===== src/rtl/marc_datapath_pkg.sv =====
// Shared datapath definitions: default word/address widths and the dump-reader FSM encodings.
package marc_datapath_pkg;

    localparam int DEF_DATA_W = 16;
    localparam int DEF_ADDR_W = 4;

    typedef logic [1:0] dump_state_t;

    localparam dump_state_t ST_IDLE  = 2'd0;
    localparam dump_state_t ST_FETCH = 2'd1;
    localparam dump_state_t ST_SEND  = 2'd2;
    localparam dump_state_t ST_CSUM  = 2'd3;

endpackage


===== src/rtl/regdump_xor_accum.sv =====
// Running XOR of dumped words; clear has priority over enable.
module regdump_xor_accum
    import marc_datapath_pkg::*;
#(
    parameter int DATA_W = DEF_DATA_W
) (
    input  logic              clk,
    input  logic              reset,
    input  logic              clr,
    input  logic              en,
    input  logic [DATA_W-1:0] din,
    output logic [DATA_W-1:0] acc
);

    logic [DATA_W-1:0] acc_q;
    logic [DATA_W-1:0] acc_d;

    always_comb begin
        acc_d = acc_q;
        if (clr) begin
            acc_d = '0;
        end else if (en) begin
            acc_d = acc_q ^ din;
        end
    end

    always_ff @(posedge clk or posedge reset) begin
        if (reset) begin
            acc_q <= '0;
        end else begin
            acc_q <= acc_d;
        end
    end

    assign acc = acc_q;

endmodule


===== src/rtl/regfile_dump_reader.sv =====
// Walks register-file port A from FIRST_REG to LAST_REG and streams each word over valid/ready.
// Optional trailing XOR checksum word is enabled by defining REGDUMP_CHECKSUM_EN.
module regfile_dump_reader
    import marc_datapath_pkg::*;
#(
    parameter int DATA_W    = DEF_DATA_W,
    parameter int ADDR_W    = DEF_ADDR_W,
    parameter int FIRST_REG = 0,
    parameter int LAST_REG  = 15
) (
    input  logic              clk,
    input  logic              reset,
    input  logic              start,
    input  logic              abort,
    output logic [ADDR_W-1:0] addr_a,
    input  logic [DATA_W-1:0] bus_a,
    output logic [DATA_W-1:0] out_data,
    output logic [ADDR_W-1:0] out_index,
    output logic              out_valid,
    input  logic              out_ready,
    output logic              out_last,
    output logic              busy,
    output logic              done
);

    localparam logic [ADDR_W-1:0] FIRST_A = ADDR_W'(FIRST_REG);
    localparam logic [ADDR_W-1:0] LAST_A  = ADDR_W'(LAST_REG);

    dump_state_t       state_q, state_d;
    logic [ADDR_W-1:0] idx_q, idx_d;
    logic [DATA_W-1:0] out_data_q, out_data_d;
    logic [ADDR_W-1:0] out_index_q, out_index_d;
    logic              out_valid_q, out_valid_d;
    logic              out_last_q, out_last_d;
    logic              done_q, done_d;
    logic              last_on_reg;

`ifdef REGDUMP_CHECKSUM_EN
    logic [DATA_W-1:0] csum;

    regdump_xor_accum #(
        .DATA_W(DATA_W)
    ) u_accum (
        .clk  (clk),
        .reset(reset),
        .clr  ((state_q == ST_IDLE) && start),
        .en   ((state_q == ST_FETCH) && !abort),
        .din  (bus_a),
        .acc  (csum)
    );

    // The checksum word carries out_last instead of the final register.
    assign last_on_reg = 1'b0;
`else
    assign last_on_reg = (idx_q == LAST_A);
`endif

    always_comb begin
        state_d     = state_q;
        idx_d       = idx_q;
        out_data_d  = out_data_q;
        out_index_d = out_index_q;
        out_valid_d = out_valid_q;
        out_last_d  = out_last_q;
        done_d      = 1'b0;

        case (state_q)
            ST_IDLE: begin
                if (start) begin
                    idx_d   = FIRST_A;
                    state_d = ST_FETCH;
                end
            end
            ST_FETCH: begin
                if (abort) begin
                    out_valid_d = 1'b0;
                    out_last_d  = 1'b0;
                    state_d     = ST_IDLE;
                end else begin
                    out_data_d  = bus_a;
                    out_index_d = idx_q;
                    out_valid_d = 1'b1;
                    out_last_d  = last_on_reg;
                    state_d     = ST_SEND;
                end
            end
            ST_SEND: begin
                if (abort) begin
                    out_valid_d = 1'b0;
                    out_last_d  = 1'b0;
                    state_d     = ST_IDLE;
                end else if (out_ready) begin
                    // Compare before increment so a full-range dump cannot wrap.
                    if (idx_q != LAST_A) begin
                        out_valid_d = 1'b0;
                        idx_d       = idx_q + ADDR_W'(1);
                        state_d     = ST_FETCH;
                    end else begin
`ifdef REGDUMP_CHECKSUM_EN
                        out_data_d  = csum;
                        out_index_d = LAST_A;
                        out_last_d  = 1'b1;
                        state_d     = ST_CSUM;
`else
                        out_valid_d = 1'b0;
                        out_last_d  = 1'b0;
                        done_d      = 1'b1;
                        state_d     = ST_IDLE;
`endif
                    end
                end
            end
`ifdef REGDUMP_CHECKSUM_EN
            ST_CSUM: begin
                if (abort) begin
                    out_valid_d = 1'b0;
                    out_last_d  = 1'b0;
                    state_d     = ST_IDLE;
                end else if (out_ready) begin
                    out_valid_d = 1'b0;
                    out_last_d  = 1'b0;
                    done_d      = 1'b1;
                    state_d     = ST_IDLE;
                end
            end
`endif
            default: begin
                out_valid_d = 1'b0;
                out_last_d  = 1'b0;
                state_d     = ST_IDLE;
            end
        endcase
    end

    always_ff @(posedge clk or posedge reset) begin
        if (reset) begin
            state_q     <= ST_IDLE;
            idx_q       <= FIRST_A;
            out_data_q  <= '0;
            out_index_q <= '0;
            out_valid_q <= 1'b0;
            out_last_q  <= 1'b0;
            done_q      <= 1'b0;
        end else begin
            state_q     <= state_d;
            idx_q       <= idx_d;
            out_data_q  <= out_data_d;
            out_index_q <= out_index_d;
            out_valid_q <= out_valid_d;
            out_last_q  <= out_last_d;
            done_q      <= done_d;
        end
    end

    assign addr_a    = idx_q;
    assign out_data  = out_data_q;
    assign out_index = out_index_q;
    assign out_valid = out_valid_q;
    assign out_last  = out_last_q;
    assign busy      = (state_q != ST_IDLE);
    assign done      = done_q;

endmodule


===== config.mk =====
export PLATFORM = sky130hd
export DESIGN_NAME = regfile_dump_reader
export DESIGN_NICKNAME = d
export VERILOG_FILES = /design/src/rtl/marc_datapath_pkg.sv /design/src/rtl/regdump_xor_accum.sv /design/src/rtl/regfile_dump_reader.sv
export SDC_FILE = /design/constraint.sdc
export NUM_CORES = 1
export LEC_CHECK = 0
export CAP_MARGIN = 20
export CORE_MARGIN = 8
export CORE_UTILIZATION = 38
export CTS_CLUSTER_SIZE = 28
export DETAILED_ROUTE_END_ITERATION = 10
export GPL_TIMING_DRIVEN = 1
export PLACE_DENSITY = 0.79
export SLEW_MARGIN = 10
export SYNTH_ARGS = -nofsm -noshare
export SYNTH_HDL_FRONTEND = slang
export SYNTH_HIERARCHICAL = 1
export SYNTH_SLANG_ARGS = --single-unit

===== constraint.sdc =====
create_clock -name clk -period 1.25 [get_ports clk]
set_input_delay 0.125 -clock clk [delete_from_list [all_inputs] [get_ports clk]]
set_output_delay 0.125 -clock clk [all_outputs]
set_load 0.02 [all_outputs]

==> qor.yml <==
synthesis:
  ys_seq_area_share_pct: 57.48
  synthDistinctLibCells: 27
  syn-instance-count: 90
  ys_ff_latch: 29
  syn_nets: 112
  syn_avg_cell_area_sq_um: 14.03
  ys_warn_count: 6
  syn_area_sq_um: 1262
critical_path:
  critPathRequiredTime_ns: 1.47
  path_buf_inv: 3
  cpMaxStageDelayCell: "dfrtp_1"
  crit_path_end_kind: "register"
  cp_cell_sequence: "buf_6, nor3_4, buf_4, clkbuf_16, mux2_4"
  start_kind: "register"
  cp_top_family: "buffers and inverters"
  critPathMaxFanout: 5
  max_stage_delay_ns: 0.42
  worstSetupPathType: "reg -> reg"
  cp.arrival_ns: 1.64
  critPathLaunch: "state_q[1]"
  timing.rr.start: "state_q[1]"
power_and_ir_drop:
  p_clk_share_pct: 23.5
  pwr-share-comb_pct: 38.4
  p_int_mw: 2.353
  p_leak_nw: 1.029
  p_seq_share_pct: 38.1
  pwr_density_cell_nw_per_um2: 1560
  switching_share_pct: 31.31
  ir_drop_v: 0.0008606
  power_mw: 3.425
  switchingPower_mw: 1.072
place:
  pre_cts_slack_ns: -0.3229
  gp_congestion: 0.7752
  hpwl_mm: 2.485
  placed_area_sq_um: 1932
  io_buffers: 48
final_layout:
  drive_gt1_share_pct: 45.83
  register_area_sq_um: 730.7
  final_area_sq_um: 2196
  nets: 189
  n_antenna_cell: 0
  fillers: 276
  multi_input_area_sq_um: 601.8
  final_core_util_pct: 67.40
  syn_to_final_growth_pct: 73.93
sta:
  finClkSkew_ns: 0.01098
  hold_viol: 0
  finalSetupViolations: 27
  slew_viol_final: 0
  max_slew.worst_pin.slew_ns: 0.2483
  setup_ws_ns: -0.1717
  fin_crit_sh_pct: 113.7
  rsz0062_at_grt: "yes"
  fin_tns_setup_ns: -3.632
  timing.slew.headroom_pct: 82.97
  max_freq_mhz: 703.4
  period_minus_slack_ns: 1.422
clock_tree:
  clk_latency_ns: 0.33
  clkSinkCount: 29
  cts_buffers: 5
  htreeDepth: 2
  cts-root-buf: "clkbuf_4"
  clkTransAtPathRegs_ns: 0.09
  cts_tree: "built"
  cts_buffer_depth: 2
run_status:
  violations: "setup timing"
  status: "complete, but fails checks"
global_route:
  track_usage_pct: 13.32
  antenna_found_initial: 0
  grt_pass1_wl_mm: 5.368
  grt.overflow.total: 0
  grt_pass1_vias: 1129
  grt_max_degree: 30
routing:
  route.antenna.remaining_nets: 0
  routed_wirelength_mm: 3.803
  drc: 0
  routedWlPerCell_um: 17.77
  dr.pass1.iters: 4
  drtIter0Drc: 31
  vias_per_cell: 4.981
  vias: 1066
die:
  initial_core_util_pct: 38.75
  fp-row-count: 21
  die_x_um: 73.64
  coreArea_sq_um: 3258
  die_y_um: 73.64
  die_area_sq_um: 5423
  ios: 49
min_path:
  min_path_type: "in -> async"
flow_run:
  cap_violations: 0
[power groups by stage]
| stage | combinational, mW | sequential, mW | clock (mW) |
|---|---|---|---|
| finish | 1.31 | 1.30 | 0.806 |
| detailed placement | 1.28 | 1.33 | 0 |
| floorplan | 0.356 | 1.58 | 0 |
| global placement | 1.26 | 1.31 | 0 |
| CTS | 1.15 | 1.30 | 0.828 |
| global route | 1.39 | 1.33 | 0.870 |
[cell type report]
cell class	instances	area share [%]
Multi-Input combinational cell	54	27.41
Tap cell	46	2.621
Clock inverter	1	1.368
Inverter	3	0.5128
Clock buffer	7	2.507
Sequential cell	29	33.28
Timing Repair Buffer	74	32.31
[Yosys cell counts]
master	count	area share, %
o21ai_0	3	1.2
a31o_2	2	1.4
or4_1	1	0.59
a211o_1	1	0.69
mux2_1	1	0.89
nand3_1	2	0.79
mux2i_1	3	2.4
o32a_1	1	0.79
nand4bb_4	1	2.2
dfrtp_1	29	57
mux2_2	19	17
o31a_1	2	1.4
buf_4	2	1.2
nor3_2	1	0.79
ha_1	1	0.99
inv_1	3	0.89
a21oi_1	1	0.40
o211ai_1	2	1.2
nor3_1	1	0.40
nand2_1	2	0.59
or3b_2	1	0.69
and3_1	2	0.99
buf_6	2	1.8
and4bb_2	1	0.99
nor2_1	3	0.89
nand2b_1	2	0.99
or2_2	1	0.50
[layout by cell type (no fill, tap or decap), drive strengths merged]
| cell type | Yosys | layout |
|---|---|---|
| or2 | 1 | 1 |
| a21oi | 1 | 1 |
| dfrtp | 29 | 29 |
| nor2 | 3 | 3 |
| or4 | 1 | 1 |
| mux2 | 20 | 20 |
| clkbuf | 0 | 10 |
| nand3 | 2 | 2 |
| ha | 1 | 1 |
| and3 | 2 | 2 |
| dlygate4sd2 | 0 | 23 |
| nor3 | 2 | 2 |
| o31a | 2 | 2 |
| nand4bb | 1 | 1 |
| bufinv | 0 | 1 |
| o211ai | 2 | 2 |
| or3b | 1 | 1 |
| nand2b | 2 | 2 |
| a31o | 2 | 2 |
| inv | 3 | 3 |
| o32a | 1 | 1 |
| clkdlybuf4s50 | 0 | 20 |
| and4bb | 1 | 1 |
| buf | 4 | 26 |
| o21ai | 3 | 3 |
| nand2 | 2 | 2 |
| clkdlybuf4s15 | 0 | 2 |
| mux2i | 3 | 3 |
| a211o | 1 | 1 |
[flip-flops by register name, indices dropped and copies added, names as in the netlist]
signal,flops
out_data,16
addr_a,4
out_index,4
state_q,2
done,1
out_last,1
out_valid,1
[repair_timing]
| item | in CTS | in global routing |
|---|---|---|
| gates resized for setup | 44 | 32 |
| gates cloned | 0 | 2 |
| setup endpoints to repair | 54 | 31 |
| pin swaps | 2 | 8 |
| setup buffers | 3 | 5 |
| endpoints found under the hold margin | 0 | 0 |
| hold buffers | 0 | 0 |
[final timing paths]
kind / endpoint / slack, ns / depth (start not counted)
hold / removal: out_data[14] / 0.12 / 3
max in group asynchronous: addr_a[0] / 0.94 / 3
hold reg to reg: out_index[3] / 0.49 / 1
setup reg to reg: out_data[5] / -0.17 / 5
setup / recovery: out_data[5] / -0.17 / 5
min in group clk: out_data[14] / 0.41 / 2
[cells by family (layout without fill, tap and decap cells)]
kind of cell / count (synthesis) / in the layout / synth area share, %
buffers and inverters: 7 / 85 / 3.865
flip-flops: 29 / 29 / 57.48
multiplexers: 23 / 23 / 20.22
AND/OR/NAND/NOR: 18 / 18 / 10.41
adder cells (fa/ha/maj): 1 / 1 / 0.9909
AO/OA/AOI/OAI: 12 / 12 / 7.036
[layer usage]
layer	vias up	track usage (%)	routed length [um]
li1	483	-	-
met1	538	13.67	1442
met2	35	21.06	2049
met3	10	5.457	231
met4	0	10.42	80
met5	-	0	0
[metrics by stage]
step / hold slack, ns / std cells
after floorplan: 0.1914 / 90
after global placement: 0.4760 / 196
after detailed placement: 0.4789 / 196
after CTS: 0.1136 / 207
after global routing: 0.1139 / 214
final: 0.1221 / 214
[worst register-to-register path, delay by kind of cell, from the launching register on]
kind,cells,cell delay (ns)
buffers and inverters,3,0.45
flip-flops,1,0.42
multiplexers,1,0.29
AND/OR/NAND/NOR,1,0.14
Note: power is estimated with default switching activity, not from simulation.
